### config.mk
export PLATFORM = sky130hd
export DESIGN_NAME = riscv_v_instr_queue_flat
export DESIGN_NICKNAME = d
export VERILOG_FILES = /design/src/rtl/riscv_v_instr_queue_pkg.sv /design/src/rtl/riscv_v_instr_queue_if.sv /design/src/rtl/riscv_v_iq_fifo.sv /design/src/rtl/riscv_v_instr_queue.sv /design/src/flat_wrapper.sv
export SDC_FILE = /design/constraint.sdc
export NUM_CORES = 1
export LEC_CHECK = 0
export ABC_CLOCK_PERIOD_IN_PS = 4640
export CORE_MARGIN = 2
export CORE_UTILIZATION = 59
export CTS_CLUSTER_SIZE = 40
export DETAILED_ROUTE_END_ITERATION = 16
export PLACE_DENSITY = 0.86
export SKIP_CTS_REPAIR_TIMING = 1
export SLEW_MARGIN = 30
export SYNTH_ARGS = -nofsm -noshare
export SYNTH_HDL_FRONTEND = slang
export SYNTH_SLANG_ARGS = --single-unit
### constraint.sdc
create_clock -name clk -period 4.64 [get_ports clk]
set_input_delay 0.928 -clock clk [delete_from_list [all_inputs] [get_ports clk]]
set_output_delay 0.928 -clock clk [all_outputs]
set_load 0.005 [all_outputs]
### src/rtl/riscv_v_instr_queue_pkg.sv
// Shared scalar types and the vector instruction-queue entry layout.
// riscv_pkg is shared with scalar bubble insertion; riscv_v_pkg holds queue-specific items.
package riscv_pkg;
   localparam int XLEN = 32;
   typedef logic [31:0]     riscv_instruction_t;
   typedef logic [XLEN-1:0] riscv_data_t;
   localparam riscv_instruction_t RISCV_NOP = 32'h0000_0013;
endpackage

package riscv_v_pkg;
   import riscv_pkg::*;
   localparam int RISCV_V_IQ_DEPTH = 4;
   typedef struct packed {
      riscv_instruction_t instruction;
      riscv_data_t        rs1_data;
   } riscv_v_iq_entry_t;
endpackage

### src/rtl/riscv_v_instr_queue_if.sv
// Scalar-issue push side and vector-decode head side of the instruction queue.
interface riscv_v_instr_queue_if #(parameter int DEPTH = 4);
   import riscv_pkg::*;
   localparam int CW = $clog2(DEPTH) + 1;

   logic               clear_pipe;
   logic               instr_valid_if;
   riscv_instruction_t instruction_if;
   riscv_data_t        int_rf_rd_data_if;
   logic               instr_ready_if;
   logic               riscv_v_stall;
   riscv_instruction_t instruction_id;
   riscv_data_t        int_rf_rd_data_id;
   logic               instr_valid_id;
   logic [CW-1:0]      occupancy;
   logic               overflow_err;

   modport slave (
      input  clear_pipe, instr_valid_if, instruction_if, int_rf_rd_data_if, riscv_v_stall,
      output instr_ready_if, instruction_id, int_rf_rd_data_id, instr_valid_id,
             occupancy, overflow_err
   );

   modport master (
      output clear_pipe, instr_valid_if, instruction_if, int_rf_rd_data_if, riscv_v_stall,
      input  instr_ready_if, instruction_id, int_rf_rd_data_id, instr_valid_id,
             occupancy, overflow_err
   );
endinterface

### src/rtl/riscv_v_iq_fifo.sv
// Generic synchronous FIFO with count/full/empty and synchronous flush; read data is a mux on rptr.
// Pushes when full and pops when empty are ignored; storage itself is never reset.
module riscv_v_iq_fifo #(
   parameter  int WIDTH = 8,
   parameter  int DEPTH = 4,
   localparam int AW    = $clog2(DEPTH),
   localparam int CW    = AW + 1
) (
   input  logic             clk,
   input  logic             rst,
   input  logic             flush,
   input  logic             push,
   input  logic [WIDTH-1:0] wdata,
   input  logic             pop,
   output logic [WIDTH-1:0] rdata,
   output logic [CW-1:0]    count,
   output logic             full,
   output logic             empty
);
   logic [WIDTH-1:0] mem [DEPTH];
   logic [AW-1:0]    wptr;
   logic [AW-1:0]    rptr;
   logic [CW-1:0]    cnt;
   logic             push_ok;
   logic             pop_ok;

   assign full    = (cnt == CW'(DEPTH));
   assign empty   = (cnt == '0);
   assign push_ok = push & ~full;
   assign pop_ok  = pop & ~empty;
   assign count   = cnt;
   assign rdata   = mem[rptr];

   always_ff @(posedge clk or posedge rst) begin
      if (rst) begin
         wptr <= '0;
         rptr <= '0;
         cnt  <= '0;
      end else if (flush) begin
         wptr <= '0;
         rptr <= '0;
         cnt  <= '0;
      end else begin
         if (push_ok) wptr <= wptr + 1'b1;
         if (pop_ok)  rptr <= rptr + 1'b1;
         case ({push_ok, pop_ok})
            2'b10:   cnt <= cnt + 1'b1;
            2'b01:   cnt <= cnt - 1'b1;
            default: cnt <= cnt;
         endcase
      end
   end

   always_ff @(posedge clk) begin
      if (push_ok && !flush) mem[wptr] <= wdata;
   end
endmodule

### src/rtl/riscv_v_instr_queue.sv
// Decouples scalar issue from vector decode; ready comes only from registered fill state,
// so a decode stall never reaches scalar issue combinationally. Empty head reads as a NOP.
module riscv_v_instr_queue
   import riscv_pkg::*;
   import riscv_v_pkg::*;
#(
   parameter int DEPTH = RISCV_V_IQ_DEPTH
) (
   input  logic                  clk,
   input  logic                  rst,
   riscv_v_instr_queue_if.slave  q
);
   localparam int CW = $clog2(DEPTH) + 1;

   riscv_v_iq_entry_t wr_entry;
   riscv_v_iq_entry_t rd_entry;
   logic [CW-1:0]     count;
   logic              full;
   logic              empty;
   logic              push;
   logic              pop;
   logic              overflow_q;

   assign wr_entry.instruction = q.instruction_if;
   assign wr_entry.rs1_data    = q.int_rf_rd_data_if;

   assign push = q.instr_valid_if & ~full;
   assign pop  = ~empty & ~q.riscv_v_stall;

   riscv_v_iq_fifo #(
      .WIDTH ($bits(riscv_v_iq_entry_t)),
      .DEPTH (DEPTH)
   ) u_fifo (
      .clk   (clk),
      .rst   (rst),
      .flush (q.clear_pipe),
      .push  (push),
      .wdata (wr_entry),
      .pop   (pop),
      .rdata (rd_entry),
      .count (count),
      .full  (full),
      .empty (empty)
   );

   // A dropped push is sticky until reset; a flush neither sets nor clears it.
   always_ff @(posedge clk or posedge rst) begin
      if (rst)
         overflow_q <= 1'b0;
      else if (q.instr_valid_if && full && !q.clear_pipe)
         overflow_q <= 1'b1;
   end

   assign q.instr_ready_if    = ~full;
   assign q.occupancy         = count;
   assign q.overflow_err      = overflow_q;
   assign q.instr_valid_id    = ~empty;
   assign q.instruction_id    = empty ? RISCV_NOP : rd_entry.instruction;
   assign q.int_rf_rd_data_id = empty ? '0 : rd_entry.rs1_data;
endmodule
### src/flat_wrapper.sv
// flat-port wrapper written by rule: the top's interface ports become plain ports
module riscv_v_instr_queue_flat import riscv_pkg::*; import riscv_v_pkg::*;
#(
   parameter int DEPTH = RISCV_V_IQ_DEPTH
)
  (clk, rst, q_clear_pipe, q_instr_valid_if, q_instruction_if, q_int_rf_rd_data_if, q_riscv_v_stall, q_instr_ready_if, q_instruction_id, q_int_rf_rd_data_id, q_instr_valid_id, q_occupancy, q_overflow_err);
  riscv_v_instr_queue_if #(.DEPTH(DEPTH)) q_i ();
  input  logic clk;
  input  logic rst;
  input wire logic [$bits(q_i.clear_pipe)-1:0] q_clear_pipe;
  input wire logic [$bits(q_i.instr_valid_if)-1:0] q_instr_valid_if;
  input wire logic [$bits(q_i.instruction_if)-1:0] q_instruction_if;
  input wire logic [$bits(q_i.int_rf_rd_data_if)-1:0] q_int_rf_rd_data_if;
  input wire logic [$bits(q_i.riscv_v_stall)-1:0] q_riscv_v_stall;
  output wire logic [$bits(q_i.instr_ready_if)-1:0] q_instr_ready_if;
  output wire logic [$bits(q_i.instruction_id)-1:0] q_instruction_id;
  output wire logic [$bits(q_i.int_rf_rd_data_id)-1:0] q_int_rf_rd_data_id;
  output wire logic [$bits(q_i.instr_valid_id)-1:0] q_instr_valid_id;
  output wire logic [$bits(q_i.occupancy)-1:0] q_occupancy;
  output wire logic [$bits(q_i.overflow_err)-1:0] q_overflow_err;
  assign q_i.clear_pipe = q_clear_pipe;
  assign q_i.instr_valid_if = q_instr_valid_if;
  assign q_i.instruction_if = q_instruction_if;
  assign q_i.int_rf_rd_data_if = q_int_rf_rd_data_if;
  assign q_i.riscv_v_stall = q_riscv_v_stall;
  assign q_instr_ready_if = q_i.instr_ready_if;
  assign q_instruction_id = q_i.instruction_id;
  assign q_int_rf_rd_data_id = q_i.int_rf_rd_data_id;
  assign q_instr_valid_id = q_i.instr_valid_id;
  assign q_occupancy = q_i.occupancy;
  assign q_overflow_err = q_i.overflow_err;
  riscv_v_instr_queue #(.DEPTH(DEPTH)) u_core (.clk(clk), .rst(rst), .q(q_i));
endmodule
# After elaboration in Yosys (flattened, before gate mapping)
# Memories as Yosys holds them, arrays and structs flattened.
# Index checks and enable logic that the tools add are counted.
word_totals:
  mem_count: 1
  wordCells: 37
  output_inout_bits: 70
  in_bits: 69
  ff_bits: 8
  ramBits: 256
op_classes:
  eq_ne: 3
  n_mux: 10
  addsub: 4
  n_bitwise: 7
  n_reduce_logical: 8
memory_table:
  columns: ["name", "depth", "word_bits", "rd", "rd_ports_with_merged_regs", "write_ports", "line", "rtl"]
  rows:
  - ["u_core.u_fifo.mem", 4, 64, 1, 0, 1, "riscv_v_iq_fifo.sv:20", "logic [WIDTH-1:0] mem [DEPTH];"]
ops:
  columns: ["cell", "n"]
  rows:
  - ["32-bit 2-to-1 mux", 2]
  - ["2-bit 2-to-1 mux", 4]
  - ["3-bit case mux with 2 select lines", 1]
  - ["2-bit by 1-bit adder with 2-bit output, second input constant", 2]
  - ["1-bit bitwise AND", 4]
  - ["2-bit nonzero test", 2]
  - ["3-bit by 1-bit adder with 3-bit output, second input constant", 1]
  - ["3-bit equality test, second input constant", 1]
  - ["1-bit logical AND", 3]
  - ["3-bit zero test", 1]
  - ["3-bit 2-to-1 mux", 1]
  - ["1-bit NOT", 3]
  - ["3-bit nonzero test", 1]
  - ["3-bit by 1-bit subtractor with 3-bit output, second input constant", 1]
  - ["2-bit by 1-bit equality test with 1-bit output, second input constant", 1]
  - ["2-bit equality test, second input constant", 1]
  - ["1-bit 2-to-1 mux", 2]
  - ["1-bit zero test", 1]

# Depth between registers and ports, before layout
# Gate-level depths: netlist of run 1.
depth:
  word_depth: 7
  depth_mapped: 8
  depth_no_buf: 8

# Cells and area by module
# A second synthesis of run 1 with hierarchy kept.
unflattened:
  cells_unflattened: 476
  area_unflattened_um2: 10312.4
by_module_without_submodules:
  columns: ["module", "n_inst", "cells_per_inst", "seq_area_each_um2", "area_each_um2"]
  rows:
  - ["riscv_v_iq_fifo", 1, 397, 7862.5, 9791.9]
  - ["riscv_v_instr_queue", 1, 79, 25.0, 520.5]

# Least setup slack after synthesis of run 1
# OpenSTA, ideal clock, no wires.
synth_path:
  path_type: "input -> register"
  from: "input port q_instr_valid_if"
  to: "memory u_core.u_fifo.mem[0][0] in the netlist's numbering (enable)"
  arrival_time_ps: 2985
  stages: 4
  t_required_ps: 4211
  path_buffers: 1
  path_slack_ps: 1226
  cell_sequence: "clkbuf_1 nand2b_1 a21oi_1 and2_1"
synth_via:
  elab_chain_len: 5
synth_rtl:
  columns: ["element", "line", "rtl"]
  rows:
  - ["start: declaration", "flat_wrapper.sv:11", "input wire logic [$bits(q_i.instr_valid_if)-1:0] q_instr_valid_if;"]
  - ["1-bit bitwise AND", "riscv_v_instr_queue.sv:27", "assign push = q.instr_valid_if & ~full;"]
  - ["1-bit bitwise AND", "riscv_v_iq_fifo.sv:29", "assign push_ok = push & ~full;"]
  - ["1-bit logical AND", "riscv_v_iq_fifo.sv:55", "if (push_ok && !flush) mem[wptr] <= wdata;"]
  - ["1-bit 2-to-1 mux", "riscv_v_iq_fifo.sv:55", null]
  - ["1-bit 2-to-1 mux (not written as such)", "riscv_v_iq_fifo.sv:55", null]
  - ["end: declaration", "riscv_v_iq_fifo.sv:20", null]
# No other way between the ends.

# Final worst setup path of run 1
layout_path:
  from: "register u_core.u_fifo.cnt[0] (netlist: u_core.u_fifo.count[0])"
  to: "output port q_instruction_id[31]"
layout_via:
  elab_chain_len: 2
layout_rtl:
  columns: ["element", "line", "rtl"]
  rows:
  - ["start: declaration", "riscv_v_iq_fifo.sv:23", "logic [CW-1:0] cnt;"]
  - ["start signal: assignment", "riscv_v_iq_fifo.sv:47", "2'b10: cnt <= cnt + 1'b1;"]
  - ["start signal: assignment", "riscv_v_iq_fifo.sv:48", "2'b01: cnt <= cnt - 1'b1;"]
  - ["start signal: assignment", "riscv_v_iq_fifo.sv:49", "default: cnt <= cnt;"]
  - ["3-bit zero test", "riscv_v_iq_fifo.sv:28", "assign empty = (cnt == '0);"]
  - ["32-bit 2-to-1 mux", "riscv_v_instr_queue.sv:58", "assign q.instruction_id = empty ? RISCV_NOP : rd_entry.instruction;"]
  - ["end: declaration", "flat_wrapper.sv:16", "output wire logic [$bits(q_i.instruction_id)-1:0] q_instruction_id;"]
# No other way between the ends.

==> impl_results.html, run 1 <==
<table>
<tr><th>Metric</th><th>Value</th></tr>
<tr><th colspan="2">Synthesis</th></tr>
<tr><td>Average size of a mapped cell</td><td>21.7 um2</td></tr>
<tr><td>Mapped cell area</td><td>0.0103 mm2</td></tr>
<tr><td>Area share of fa/ha/maj cells after synthesis</td><td>0.00682</td></tr>
<tr><td>Main combinational cell family by area after synthesis</td><td>multiplexers</td></tr>
<tr><td>Simple-gate area share of the yosys netlist</td><td>0.0537</td></tr>
<tr><td>Number of flip-flops and latches in the synthesized netlist</td><td>264</td></tr>
<tr><td>Cell types occupying the most area after synthesis</td><td>edfxtp_1 (75%), mux4_2 (14%), and2_1 (4.0%)</td></tr>
<tr><td>Share of the synthesized area in the top cell type</td><td>0.748</td></tr>
<tr><td>Most area-hungry cell type in the Yosys netlist</td><td>edfxtp_1</td></tr>
<tr><td>Mux share of post-synthesis cell area</td><td>0.140</td></tr>
<tr><td>Post-synth top cells</td><td>edfxtp_1 (256), and2_1 (65), mux4_2 (64)</td></tr>
<tr><td>Flip-flop cell with the highest count after synthesis</td><td>edfxtp_1</td></tr>
<tr><td>Synthesized instance count</td><td>473</td></tr>
<tr><td>Netlist cell types</td><td>33</td></tr>
<tr><td>Synth warnings</td><td>0</td></tr>
<tr><td>Xor/xnor cell area share of the yosys netlist</td><td>0.00170</td></tr>
<tr><td>Post-synthesis sequential area ratio</td><td>0.768</td></tr>
<tr><td>Cell with the most instances after synthesis</td><td>edfxtp_1</td></tr>
<tr><td>Number of synthesized flops with an enable pin</td><td>256</td></tr>
<tr><td>Post-synth net total</td><td>547</td></tr>
<tr><td>Asr flop ratio synth</td><td>0.0303</td></tr>
<tr><td>Fraction of the mapped netlist area in compound gates</td><td>0.00950</td></tr>
<tr><th colspan="2">Die</th></tr>
<tr><td>Area enclosed by the die boundary</td><td>0.0185 mm2</td></tr>
<tr><td>I/O pin cnt</td><td>139</td></tr>
<tr><td>Die Y</td><td>136 um</td></tr>
<tr><td>Initial Utilization</td><td>0.598</td></tr>
<tr><td>Number of core rows</td><td>48</td></tr>
<tr><td>Core area</td><td>0.0172 mm2</td></tr>
<tr><td>DIE WIDTH</td><td>136 um</td></tr>
<tr><th colspan="2">Drt</th></tr>
<tr><td>First-pass DRT Iterations</td><td>9</td></tr>
<tr><td>WL final</td><td>19.5 mm</td></tr>
<tr><td>Post-route DRC violation count</td><td>0</td></tr>
<tr><td>Detail-routed net length per standard cell</td><td>22.6 um</td></tr>
<tr><td>Vias</td><td>5011</td></tr>
<tr><td>Detail-routed via count per cell</td><td>5.80</td></tr>
<tr><td>Antenna Nets Post-Route</td><td>0</td></tr>
<tr><td>Violation count after the first detailed-route iteration</td><td>331</td></tr>
<tr><th colspan="2">Cells and area</th></tr>
<tr><td>Net count, final</td><td>695</td></tr>
<tr><td>Fill cell instance count of the final layout</td><td>967</td></tr>
<tr><td>Final non-filler cell area</td><td>0.0128 mm2</td></tr>
<tr><td>Utilization after layout</td><td>0.744</td></tr>
<tr><td>Seq. cell area</td><td>0.00789 mm2</td></tr>
<tr><td>Area occupied by multi-input gates</td><td>0.00219 mm2</td></tr>
<tr><td>Area overhead of the layout relative to synthesis</td><td>24.4%</td></tr>
<tr><td>Share of layout cells above drive strength 1</td><td>0.186</td></tr>
<tr><td>Diode insertion count for antenna repair</td><td>0</td></tr>
<tr><th colspan="2">Placement</th></tr>
<tr><td>Placer's final routability congestion estimate</td><td>0.818</td></tr>
<tr><td>Port Buffers</td><td>138</td></tr>
<tr><td>Post-DP HPWL</td><td>10.6 mm</td></tr>
<tr><td>Setup slack at placement</td><td>1.03 ns</td></tr>
<tr><td>DP Area</td><td>0.0118 mm2</td></tr>
<tr><th colspan="2">Timing</th></tr>
<tr><td>Setup Total Neg Slack</td><td>0 ns</td></tr>
<tr><td>Worst-case headroom to the max-slew limit</td><td>0.455</td></tr>
<tr><td>Final worst-path setup slack</td><td>0.452 ns</td></tr>
<tr><td>Fmax</td><td>239 MHz</td></tr>
<tr><td>Setup repair after global routing missed its margin</td><td>no</td></tr>
<tr><td>Actual slew at the worst max-slew pin</td><td>0.818 ns</td></tr>
<tr><td>Minimum clock period</td><td>4.19 ns</td></tr>
<tr><td>Fin crit share</td><td>0.903</td></tr>
<tr><td>Number of failing setup endpoints in the final timing report</td><td>0</td></tr>
<tr><td>Final hold viol count</td><td>0</td></tr>
<tr><td>Worst Clk Skew</td><td>0.0114 ns</td></tr>
<tr><td>Count of pins over their slew limit</td><td>0</td></tr>
<tr><th colspan="2">Critical path</th></tr>
<tr><td>Arrival time of the worst setup path</td><td>3.26 ns</td></tr>
<tr><td>Cell Chain, Critical Path</td><td>nor3_2 &gt; clkinv_2 &gt; and2_1 &gt; clkdlybuf4s50_1</td></tr>
<tr><td>Slowest library cell on the worst path</td><td>clkinv_2</td></tr>
<tr><td>Category of the most critical setup path</td><td>reg2out</td></tr>
<tr><td>Data required time of the worst path</td><td>3.71 ns</td></tr>
<tr><td>Timing startpoint of the critical path</td><td>u_core.u_fifo.count[0]</td></tr>
<tr><td>Worst Path Max Fanout</td><td>62</td></tr>
<tr><td>Kind of start point of the critical path</td><td>flip-flop</td></tr>
<tr><td>Slowest Stage Delay on Critical Path</td><td>0.79 ns</td></tr>
<tr><td>Largest delay share family, worst path</td><td>buffers and inverters</td></tr>
<tr><td>Reg-to-reg startpoint</td><td>u_core.u_fifo.count[0]</td></tr>
<tr><td>Crit. End Element</td><td>primary output</td></tr>
<tr><td>Buffers &amp; Inverters on Critical Path</td><td>2</td></tr>
<tr><th colspan="2">Power and ir drop</th></tr>
<tr><td>Fraction of power spent switching nets</td><td>0.214</td></tr>
<tr><td>Peak ir drop on the vdd network</td><td>0.000349 V</td></tr>
<tr><td>Power density over the cells</td><td>453 mW/mm2</td></tr>
<tr><td>Combinational share of power</td><td>0.151</td></tr>
<tr><td>Part of the total power dissipated in the clock network</td><td>0.371</td></tr>
<tr><td>Total Power</td><td>5790 uW</td></tr>
<tr><td>Relative contribution of sequential cells to total power</td><td>0.478</td></tr>
<tr><td>Net switching power</td><td>1240 uW</td></tr>
<tr><td>Static leakage</td><td>0.00408 uW</td></tr>
<tr><td>Cell Int Power</td><td>4560 uW</td></tr>
<tr><th colspan="2">Global route</th></tr>
<tr><td>Total Routing Usage GR</td><td>0.213</td></tr>
<tr><td>Number of antenna violations at the first check in global routing</td><td>0</td></tr>
<tr><td>Global-route wire length before repair</td><td>29.3 mm</td></tr>
<tr><td>Global route hottest layer</td><td>met2</td></tr>
<tr><td>Global-route congestion overflow total</td><td>0</td></tr>
<tr><td>Vias in the first global route</td><td>5241</td></tr>
<tr><td>Met3 routing resource usage after global routing</td><td>0.0362</td></tr>
<tr><td>Pin count of the biggest net entering global routing</td><td>65</td></tr>
<tr><td>Global-route met2 utilization</td><td>0.367</td></tr>
<tr><td>Met1 routing resource usage after global routing</td><td>0.280</td></tr>
<tr><th colspan="2">Clock tree</th></tr>
<tr><td>Clock latency of the later-clocked register in the worst-skew pair</td><td>0.51 ns</td></tr>
<tr><td>Clock buffer count from CTS</td><td>25</td></tr>
<tr><td>Clock-pin slew of the registers on the worst-case setup and hold paths</td><td>0.06 ns</td></tr>
<tr><td>H-tree depth reported by CTS</td><td>1</td></tr>
<tr><td>Clock root buffer master</td><td>clkbuf_16</td></tr>
<tr><td>Max Root-Sink Buffers</td><td>3</td></tr>
<tr><td>Clk sink count</td><td>264</td></tr>
<tr><td>Clock tree from TritonCTS</td><td>built</td></tr>
<tr><th colspan="2">Run status</th></tr>
<tr><td>Run status</td><td>completed</td></tr>
<tr><th colspan="2">Flow run</th></tr>
<tr><td>Number of max-cap violations</td><td>0</td></tr>
<tr><th colspan="2">Min path</th></tr>
<tr><td>Hold path start</td><td>u_core.q.overflow_err</td></tr>
<tr><td>Hold/Removal Path Class</td><td>reg2reg</td></tr>
</table>
==> worst paths after layout <==
path | cells past startpoint | slack [ns] | endpoint
worst max-delay path | 4 | 0.45 | q_instruction_id[31]
worst min-delay path | 1 | 0.49 | u_core.q.overflow_err
worst max register to register | 6 | 2.30 | u_core.u_fifo.count[2]
worst min register to register | 1 | 0.49 | u_core.q.overflow_err
max in group asynchronous | 2 | 3.68 | u_core.u_fifo.rptr[0]
min in group asynchronous | 2 | 0.68 | u_core.u_fifo.count[2]
==> cell type report <==
class                           instances  share of cell area
Sequential cell                       264               0.617
Clock buffer                           30              0.0504
Tap cell                              225              0.0220
Clock inverter                         15              0.0175
Timing Repair Buffer                  146               0.120
Inverter                                6             0.00186
Multi-Input combinational cell        178               0.171
==> per-stage QoR <==
step,hold slack [ns],std cells
2_1_floorplan,0.468,473
3_3_place_gp,0.471,814
3_5_place_dp,0.475,814
4_1_cts,0.495,859
5_1_grt,0.523,864
6_report,0.492,864
==> layout by cell type (no fill, tap or decap), drive strengths merged, types with 2 or more instances in the layout <==
cell type,synthesis,final
bufinv,0,6
nand3,3,3
a21oi,7,7
ha,4,4
edfxtp,256,256
nand2,4,4
mux4,64,64
nor3,3,3
clkdlybuf4s50,0,138
buf,15,8
or2,4,4
nor2,6,6
o21bai,2,2
dfrtp,8,8
clkbuf,10,30
clkinv,0,9
xnor2,2,2
inv,6,5
nor2b,3,3
and2,65,65
==> kinds of logic after synthesis <==
family / count (synthesis)
fa+ha+maj: 5
buf+inv: 31
xor+xnor: 2
compound gates: 15
simple gates: 92
flops: 264
mux: 64
==> power groups by stage <==
stage	logic, uW	clock network, uW	registers (uW)
final	875	2150	2770
after global routing	944	2270	2780
after CTS	850	2190	2800
after detailed placement	839	0	2850
after global placement	822	0	2840
after floorplan	464	0	2790
==> state kept, by name, indices dropped and copies added, names as in the netlist <==
name	cells
u_core.u_fifo.mem	256
u_core.u_fifo.count	3
u_core.u_fifo.rptr	2
u_core.u_fifo.wptr	2
u_core.q.overflow_err	1
==> worst reg2reg max path, delay by kind of cell, from the launching register on <==
family	cells	cell delay [ns]
flops	1	0.50
fa+ha+maj	1	0.45
compound gates	3	0.65
simple gates	2	0.67
==> per-layer routing <==
layer	vias to the layer above	share of wire
met2	185	0.53
li1	2205	-
met5	-	0
met1	2582	0.39
met3	39	0.056
met4	0	0.026
Note: power is estimated with default switching activity, not from simulation.
==> run 2: changes to the inputs <==
==> constraint.sdc (replaced) <==
create_clock -name clk -period 4.64 [get_ports clk]
set_input_delay 0.464 -clock clk [delete_from_list [all_inputs] [get_ports clk]]
set_output_delay 0.464 -clock clk [all_outputs]
set_load 0.005 [all_outputs]
==> run 2 against run 1 <==
Clock power shrank 6%. Power shrank 2.1%. Final area shrank 0.51%. Critical path type unchanged.
==> impl_results.html, run 2 (synthesized netlist as in run 1, its figures left out) <==
<table>
<tr><th>Metric</th><th>Value</th></tr>
<tr><th colspan="2">Placement</th></tr>
<tr><td>Post-DP HPWL</td><td>10.8 mm</td></tr>
<tr><td>Placer's final routability congestion estimate</td><td>0.792</td></tr>
<tr><td>Port Buffers</td><td>138</td></tr>
<tr><th colspan="2">Drt</th></tr>
<tr><td>Detail-routed via count per cell</td><td>5.75</td></tr>
<tr><td>Vias</td><td>4994</td></tr>
<tr><td>Violation count after the first detailed-route iteration</td><td>306</td></tr>
<tr><td>Detail-routed net length per standard cell</td><td>22.2 um</td></tr>
<tr><td>Antenna Nets Post-Route</td><td>0</td></tr>
<tr><td>Post-route DRC violation count</td><td>0</td></tr>
<tr><td>WL final</td><td>19.2 mm</td></tr>
<tr><td>First-pass DRT Iterations</td><td>5</td></tr>
<tr><th colspan="2">Clock tree</th></tr>
<tr><td>Max Root-Sink Buffers</td><td>3</td></tr>
<tr><td>Clk sink count</td><td>264</td></tr>
<tr><td>H-tree depth reported by CTS</td><td>1</td></tr>
<tr><td>Clock tree from TritonCTS</td><td>built</td></tr>
<tr><td>Clock-pin slew of the registers on the worst-case setup and hold paths</td><td>0.07 ns</td></tr>
<tr><td>Clock root buffer master</td><td>clkbuf_16</td></tr>
<tr><td>Clock buffer count from CTS</td><td>25</td></tr>
<tr><td>Clock latency of the later-clocked register in the worst-skew pair</td><td>0.51 ns</td></tr>
<tr><th colspan="2">Flow run</th></tr>
<tr><td>Number of max-cap violations</td><td>0</td></tr>
<tr><th colspan="2">Run status</th></tr>
<tr><td>Run status</td><td>completed</td></tr>
<tr><th colspan="2">Timing</th></tr>
<tr><td>Minimum clock period</td><td>3.46 ns</td></tr>
<tr><td>Setup repair after global routing missed its margin</td><td>no</td></tr>
<tr><td>Worst-case headroom to the max-slew limit</td><td>0.479</td></tr>
<tr><td>Fmax</td><td>289 MHz</td></tr>
<tr><td>Final hold viol count</td><td>0</td></tr>
<tr><td>Worst Clk Skew</td><td>0.00935 ns</td></tr>
<tr><td>Number of failing setup endpoints in the final timing report</td><td>0</td></tr>
<tr><td>Setup Total Neg Slack</td><td>0 ns</td></tr>
<tr><td>Count of pins over their slew limit</td><td>0</td></tr>
<tr><td>Fin crit share</td><td>0.746</td></tr>
<tr><td>Actual slew at the worst max-slew pin</td><td>0.782 ns</td></tr>
<tr><td>Worst slack on hold paths</td><td>0.205 ns</td></tr>
<tr><th colspan="2">Die</th></tr>
<tr><td>Initial Utilization</td><td>0.598</td></tr>
<tr><td>Core area</td><td>0.0172 mm2</td></tr>
<tr><td>Die Y</td><td>136 um</td></tr>
<tr><td>Number of core rows</td><td>48</td></tr>
<tr><td>I/O pin cnt</td><td>139</td></tr>
<tr><td>DIE WIDTH</td><td>136 um</td></tr>
<tr><td>Area enclosed by the die boundary</td><td>0.0185 mm2</td></tr>
<tr><th colspan="2">Power and ir drop</th></tr>
<tr><td>Net switching power</td><td>1230 uW</td></tr>
<tr><td>Fraction of power spent switching nets</td><td>0.217</td></tr>
<tr><td>Static leakage</td><td>0.00405 uW</td></tr>
<tr><td>Relative contribution of sequential cells to total power</td><td>0.491</td></tr>
<tr><td>Peak ir drop on the vdd network</td><td>0.000347 V</td></tr>
<tr><td>Cell Int Power</td><td>4440 uW</td></tr>
<tr><td>Combinational share of power</td><td>0.151</td></tr>
<tr><td>Part of the total power dissipated in the clock network</td><td>0.358</td></tr>
<tr><td>Power density over the cells</td><td>446 mW/mm2</td></tr>
<tr><th colspan="2">Cells and area</th></tr>
<tr><td>Largest register by flop count</td><td>u_core.u_fifo.mem</td></tr>
<tr><td>Fill cell instance count of the final layout</td><td>950</td></tr>
<tr><td>Share of layout cells above drive strength 1</td><td>0.185</td></tr>
<tr><td>Area overhead of the layout relative to synthesis</td><td>23.8%</td></tr>
<tr><td>Most common library cell in the layout ignoring fill and taps</td><td>edfxtp_1</td></tr>
<tr><td>Highest-count cells in the layout ignoring fill and taps</td><td>edfxtp_1 (256), clkdlybuf4s50_1 (138), mux4_2 (64)</td></tr>
<tr><td>Flip-flop count of the largest register after layout</td><td>256</td></tr>
<tr><td>Net count, final</td><td>697</td></tr>
<tr><th colspan="2">Critical path</th></tr>
<tr><td>Reg-to-reg startpoint</td><td>u_core.u_fifo.count[0]</td></tr>
<tr><td>Worst R2R End</td><td>u_core.u_fifo.mem[2][43]</td></tr>
<tr><td>Crit. End Element</td><td>primary output</td></tr>
<tr><td>Worst R2R Path Depth</td><td>4</td></tr>
<tr><td>Worst Path Max Fanout</td><td>37</td></tr>
<tr><td>Worst reg-to-reg setup slack</td><td>2.43 ns</td></tr>
<tr><td>Kind of start point of the critical path</td><td>flip-flop</td></tr>
<tr><td>Data required time of the worst path</td><td>4.18 ns</td></tr>
<tr><td>Arrival time of the worst setup path</td><td>3.00 ns</td></tr>
<tr><td>Category of the most critical setup path</td><td>reg2out</td></tr>
<tr><th colspan="2">Global route</th></tr>
<tr><td>Total Routing Usage GR</td><td>0.211</td></tr>
<tr><td>Pin count of the biggest net entering global routing</td><td>65</td></tr>
<tr><td>Vias in the first global route</td><td>5371</td></tr>
<tr><td>Number of antenna violations at the first check in global routing</td><td>0</td></tr>
<tr><td>Global-route congestion overflow total</td><td>0</td></tr>
<tr><td>Global-route wire length before repair</td><td>29.2 mm</td></tr>
<tr><th colspan="2">Min path</th></tr>
<tr><td>Hold/Removal Path Class</td><td>in2async</td></tr>
</table>
-- run 2: changes by cell type in the layout (fill, tap and decap cells not counted), sizes merged --
cell,delta
diode,+1
inv,+1
clkinvlp,+1
clkinv,+3
bufinv,-2
buf,+2
clkbuf,-2
-- run 2: critical path: stages (launching register included) --
cell and delay (ns):
dfrtp_4 0.89, buf_4 0.38, mux4_2 0.55, and2_1 0.18, clkdlybuf4s50_1 0.44
-- run 2: through the flow --
step | utilization | area (um2) | cells | power, uW | setup slack (ns)
finish | 0.741 | 12700 | 868 | 5670 | 1.18
global route | 0.740 | 12700 | 867 | 5870 | 1.00
CTS | 0.736 | 12600 | 863 | 5720 | 1.11
detailed placement | 0.688 | 11800 | 817 | 3690 | 1.67
global placement | 0.688 | 11800 | 817 | 3670 | 1.70
floorplan | - | 10300 | 473 | 3260 | 1.69
-- run 2: area by class of cell --
class                      count  area, um2  share of cell area
inverter                       6       23.8             0.00187
timing repair buffer         148       1510               0.118
antenna                        1       2.50            0.000197
clock buffer                  28        637              0.0501
tap                          225        282              0.0221
clock inverter                18        189              0.0149
sequential                   264       7890               0.620
multi-input combinational    178       2190               0.172
-- run 2: worst max path at each step --
stage                     cells past startpoint                       to  slack [ns]             startpoint
after floorplan                               4  u_core.u_fifo.mem[0][0]        1.69       q_instr_valid_if
after global placement                        4  q_int_rf_rd_data_id[13]        1.70  u_core.u_fifo.rptr[0]
after detailed placement                      4   q_int_rf_rd_data_id[4]        1.67  u_core.u_fifo.rptr[0]
after CTS                                     4   q_int_rf_rd_data_id[4]        1.11  u_core.u_fifo.rptr[0]
after global routing                          4  q_int_rf_rd_data_id[12]        1.00  u_core.u_fifo.rptr[0]
final                                         4     q_instruction_id[11]        1.18  u_core.u_fifo.rptr[0]
-- run 2: power by group through the flow --
| stage | clock [uW] | sequential [uW] | combinational [uW] |
|---|---|---|---|
| floorplan | 0 | 2790 | 464 |
| global placement | 0 | 2830 | 840 |
| detailed placement | 0 | 2840 | 857 |
| CTS | 2060 | 2790 | 866 |
| global route | 2150 | 2790 | 925 |
| finish | 2030 | 2780 | 858 |
-- run 2: per-layer routing --
layer | global-route usage | part of all wire | vias up
met5 | 0 | 0 | -
met4 | 0.0584 | 0.016 | 0
met3 | 0.0362 | 0.063 | 26
met2 | 0.374 | 0.54 | 187
met1 | 0.272 | 0.38 | 2581
li1 | - | - | 2200
==> patch 1 (flow settings as in run 2) <==
Reset style: synchronous (`rst`), changed in 2 clocked blocks.
--- a/src/rtl/riscv_v_iq_fifo.sv
+++ b/src/rtl/riscv_v_iq_fifo.sv
@@ -33,3 +33,3 @@
 
-   always_ff @(posedge clk or posedge rst) begin
+   always_ff @(posedge clk) begin
       if (rst) begin
--- a/src/rtl/riscv_v_instr_queue.sv
+++ b/src/rtl/riscv_v_instr_queue.sv
@@ -46,3 +46,3 @@
    // A dropped push is sticky until reset; a flush neither sets nor clears it.
-   always_ff @(posedge clk or posedge rst) begin
+   always_ff @(posedge clk) begin
       if (rst)
Function: differs if rst is asserted again (counterexample within 4 cycles, from zero or initial values and one cycle with rst high); with rst held inactive, the same outputs for 4 cycles.
==> patch 1 against run 2 <==
- synthesized cell count fell by 1.7%
- synthesized area decreased by 0.26%
- utilization increased by 0.68 points
- global-route usage grew 0.62 points
- sequential share of layout area fell by 0.33 points
- design area is 0.57% higher
- worst setup slack got worse by 0.22 ns
- sequential cell count increased by 2
- wire length rose by 3.2%
Power is not compared: it rests on default switching activity, and its combinational part moved more than twofold at a synthesized area within 25%.
==> patch 1: results (changes against run 2) <==
status completed; max FFs per register 256 (unchanged); Slew HR 0.354 (-0.125); Top reg by flops u_core.u_fifo.mem; r2r startpoint u_core.u_fifo.count[2]; Seq/total area 0.617 (-0.00332); fin area 12,800 um2 (+0.57%); CP Data Arrival Time 3.21 ns (+0.21 ns); Tot GR Track Use 0.217 (+0.00623); reg2reg setup slack 2.04 ns (-0.39 ns); # nets final 690 (-1.0%); sequential element share of the synthesized area 0.770 (+0.00197); final wirelength 19.9 mm (+3.2%); grt met3 use 0.0359 (-0.000252); beginning of the worst hold path u_core.q.overflow_err; initial antenna violation count 1 (+1); met1 Use GR 0.290 (+0.0176); Non-clock inverters 9 (+3); internal cell power 4.34 mW; Avg WL per Cell 23.1 um (+4.4%); ys async rst share 0 (-0.0303); placed cell areas 11,800 um2 (-0.51%); HP Class flip-flop to flip-flop; Vias/cell 5.82 (+1.1%); placed insts 809 (-0.98%); HPWL Detailed 10.9 mm (+1.4%); multi-input combinational area share 0.168 (-0.00440); # clk buffers 27 (-3.6%); Fillers 910 (-4.2%); skew final 0.00705 ns (-0.00230 ns); drt first-iter violations 325 (+6.2%); Post-synth top cells edfxtp_1, and2_1, mux4_2; Fin Hold WS 0.487 ns (+0.282 ns); leak pwr 4.07 nW; #FFs+latches synth 266 (+0.76%); Psw 0.978 mW; Signal buf overhead 0.115 (-0.00302); Netlist cell types 27 (-18%); gpl congestion 0.743 (-6.3%); crit path max fanout 62 (+68%); Setup WS pre-CTS 1.59 ns (-0.0805 ns); first-pass GRT wire length 29.7 mm (+1.6%); Non-CTS buffers 144 (-2.7%); Synth area leaders edfxtp_1, mux4_2, and2_1, dfxtp_1, buf_12; GRT met2 Usage 0.369 (-0.00561); die area 18,400 um2 (-0.25%); share of post-route cells with drive strength above 1 0.185 (-0.000524); Post-Syn Instances 465 (-1.7%); vias in the first global route 5,290 (-1.5%); clk tree area frac 0.0751 (+0.0102); multi-input combinational cell count 169 (-5.1%); comb pwr 0.300 mW; syn_nets 540 (-1.3%); worst reg2reg path depth 9 (+5)
[patch 1: cell count changes after synthesis, sizes merged, moves of 2 or more]
cell	before	now
dfxtp	0	10
dfrtp	8	0
o21ai	1	5
inv	6	9
nand2	4	1
nor2b	3	0
buf	15	13
clkbuf	10	8
o21bai	2	0
or3	1	3
xnor2	2	0
xor2	0	2
[patch 1: worst max-delay path by stage]
| stage | start | endpoint | slack [ns] | depth (start not counted) |
|---|---|---|---|---|
| floorplan | q_instr_valid_if | u_core.u_fifo.mem[0][0] | 1.90 | 3 |
| global placement | flip-flop | q_instruction_id[18] | 1.63 | 4 |
| detailed placement | flip-flop | q_instruction_id[24] | 1.59 | 4 |
| CTS | flip-flop | q_instruction_id[17] | 1.05 | 4 |
| global route | u_core.u_fifo.count[2] | q_instruction_id[12] | 0.79 | 4 |
| finish | u_core.u_fifo.count[2] | q_instruction_id[16] | 0.97 | 4 |
[patch 1: logic make-up (layout without fill, tap and decap cells)]
group / after synthesis / in the layout / share of synthesized area
compound gates: 13 / 13 / 0.00647
xor+xnor: 2 / 2 / 0.00171
fa+ha+maj: 6 / 6 / 0.00806
buf+inv: 30 / 198 / 0.0221
flops: 266 / 266 / 0.770
mux: 64 / 64 / 0.142
simple gates: 84 / 84 / 0.0499
[patch 1: worst max-delay path, cell delays in order (launching register included)]
cell and delay [ns]:
dfxtp_1 0.37, nor3_2 0.53, clkinv_2 0.86, and2_1 0.47, clkdlybuf4s50_1 0.46
[patch 1: routing by layer]
metal,part of all wire,vias to the layer above
met2,0.53,188
met1,0.38,2575
met3,0.063,38
li1,-,2190
met4,0.026,2
met5,0.00060,-
==> patch 2 (config.mk and constraints of run 2) <==
Made on the original files. `RISCV_V_IQ_DEPTH`: 4 -> 8.
--- a/src/rtl/riscv_v_instr_queue_pkg.sv
+++ b/src/rtl/riscv_v_instr_queue_pkg.sv
@@ -11,3 +11,3 @@
    import riscv_pkg::*;
-   localparam int RISCV_V_IQ_DEPTH = 4;
+   localparam int RISCV_V_IQ_DEPTH = 8;
    typedef struct packed {
Ports: changed (resized q_occupancy); port bits go from 139 to 140. The function was not compared with the original's and may differ.
==> patch 2 against run 2 <==
- wire length is 110% higher
- synthesized cell count is 89% higher
- design area is 86% higher
- worst setup slack worse by 0.29 ns
- sequential cell count is 259 higher
- sequential power is 98% higher
- total power is 120% higher
- clock skew is 0.00079 ns higher
- synthesized area is 96% higher
- critical path type unchanged
- highest routed layer unchanged
==> patch 2: results (changes against run 2) <==
cell row count 67 (+40%); Fillers 1,966 (+110%); syn_nets 969 (+77%); status completed; Vias/cell 6.06 (+5.4%); leak pwr 7.27 nW (+80%); Metal-1 WL 15.8 mm (+120%); Avg WL per Cell 25.6 um (+16%); sequential element share of the synthesized area 0.779 (+0.0114); ys async rst share 0.0210 (-0.00927); crit path max fanout 35 (-5.4%); placed cell areas 22,200 um2 (+88%); multi-input combinational cell count 320 (+80%); Diodes inserted 3 (+2); Logic pwr share 0.246 (+0.095); DR WL met3 2.34 mm (+92%); Setup WS pre-CTS 1.46 ns (-0.205 ns); cts bufs inserted 48 (+92%); Port Buf Inserts 139 (+0.72%); Non-CTS buffers 165 (+11%); Tot GR Track Use 0.228 (+0.0174); Power Density 515 nW/um2 (+15%); post-synthesis mux area share 0.176 (+0.0356); clk_lat worst skew 0.56 ns (+0.05 ns); Compound-Gate Fraction of Synth Area 0.00754 (-0.00196); Register Area 15,700 um2 (+98%); syn avg cell area 22.4 um2 (+3.2%); final wirelength 39.8 mm (+110%); CP Data Arrival Time 3.28 ns (+0.28 ns); max FFs per register 512 (+100%); VDD IR-drop max 0.000411 V (+19%); # nets final 1,137 (+63%); HPWL Detailed 21.3 mm (+97%); # clk buffers 66 (+140%)
-- patch 2: cell types whose count changed in the layout (fill, tap and decap cells not counted), sizes merged, moves of 4 or more --
cell / before / now
and2: 65 / 0
buf: 10 / 26
clkbuf: 28 / 66
clkinv: 12 / 19
edfxtp: 256 / 512
mux2i: 0 / 65
mux4: 64 / 128
nor2: 6 / 73
or2: 4 / 0
xor2: 0 / 4
-- patch 2: worst paths after layout --
path                                          endpoint  depth (start not counted)                   start  slack, ns
worst max-delay path            q_int_rf_rd_data_id[3]                          5   u_core.u_fifo.rptr[0]       0.89
worst min-delay path            u_core.u_fifo.count[2]                          2                     rst       0.21
worst max register to register  u_core.u_fifo.count[3]                          7  u_core.u_fifo.count[0]       1.68
min in group clk                 u_core.q.overflow_err                          1   u_core.q.overflow_err       0.48
max in group asynchronous        u_core.u_fifo.rptr[1]                          2                     rst       4.09
worst min register to register   u_core.q.overflow_err                          1   u_core.q.overflow_err       0.48
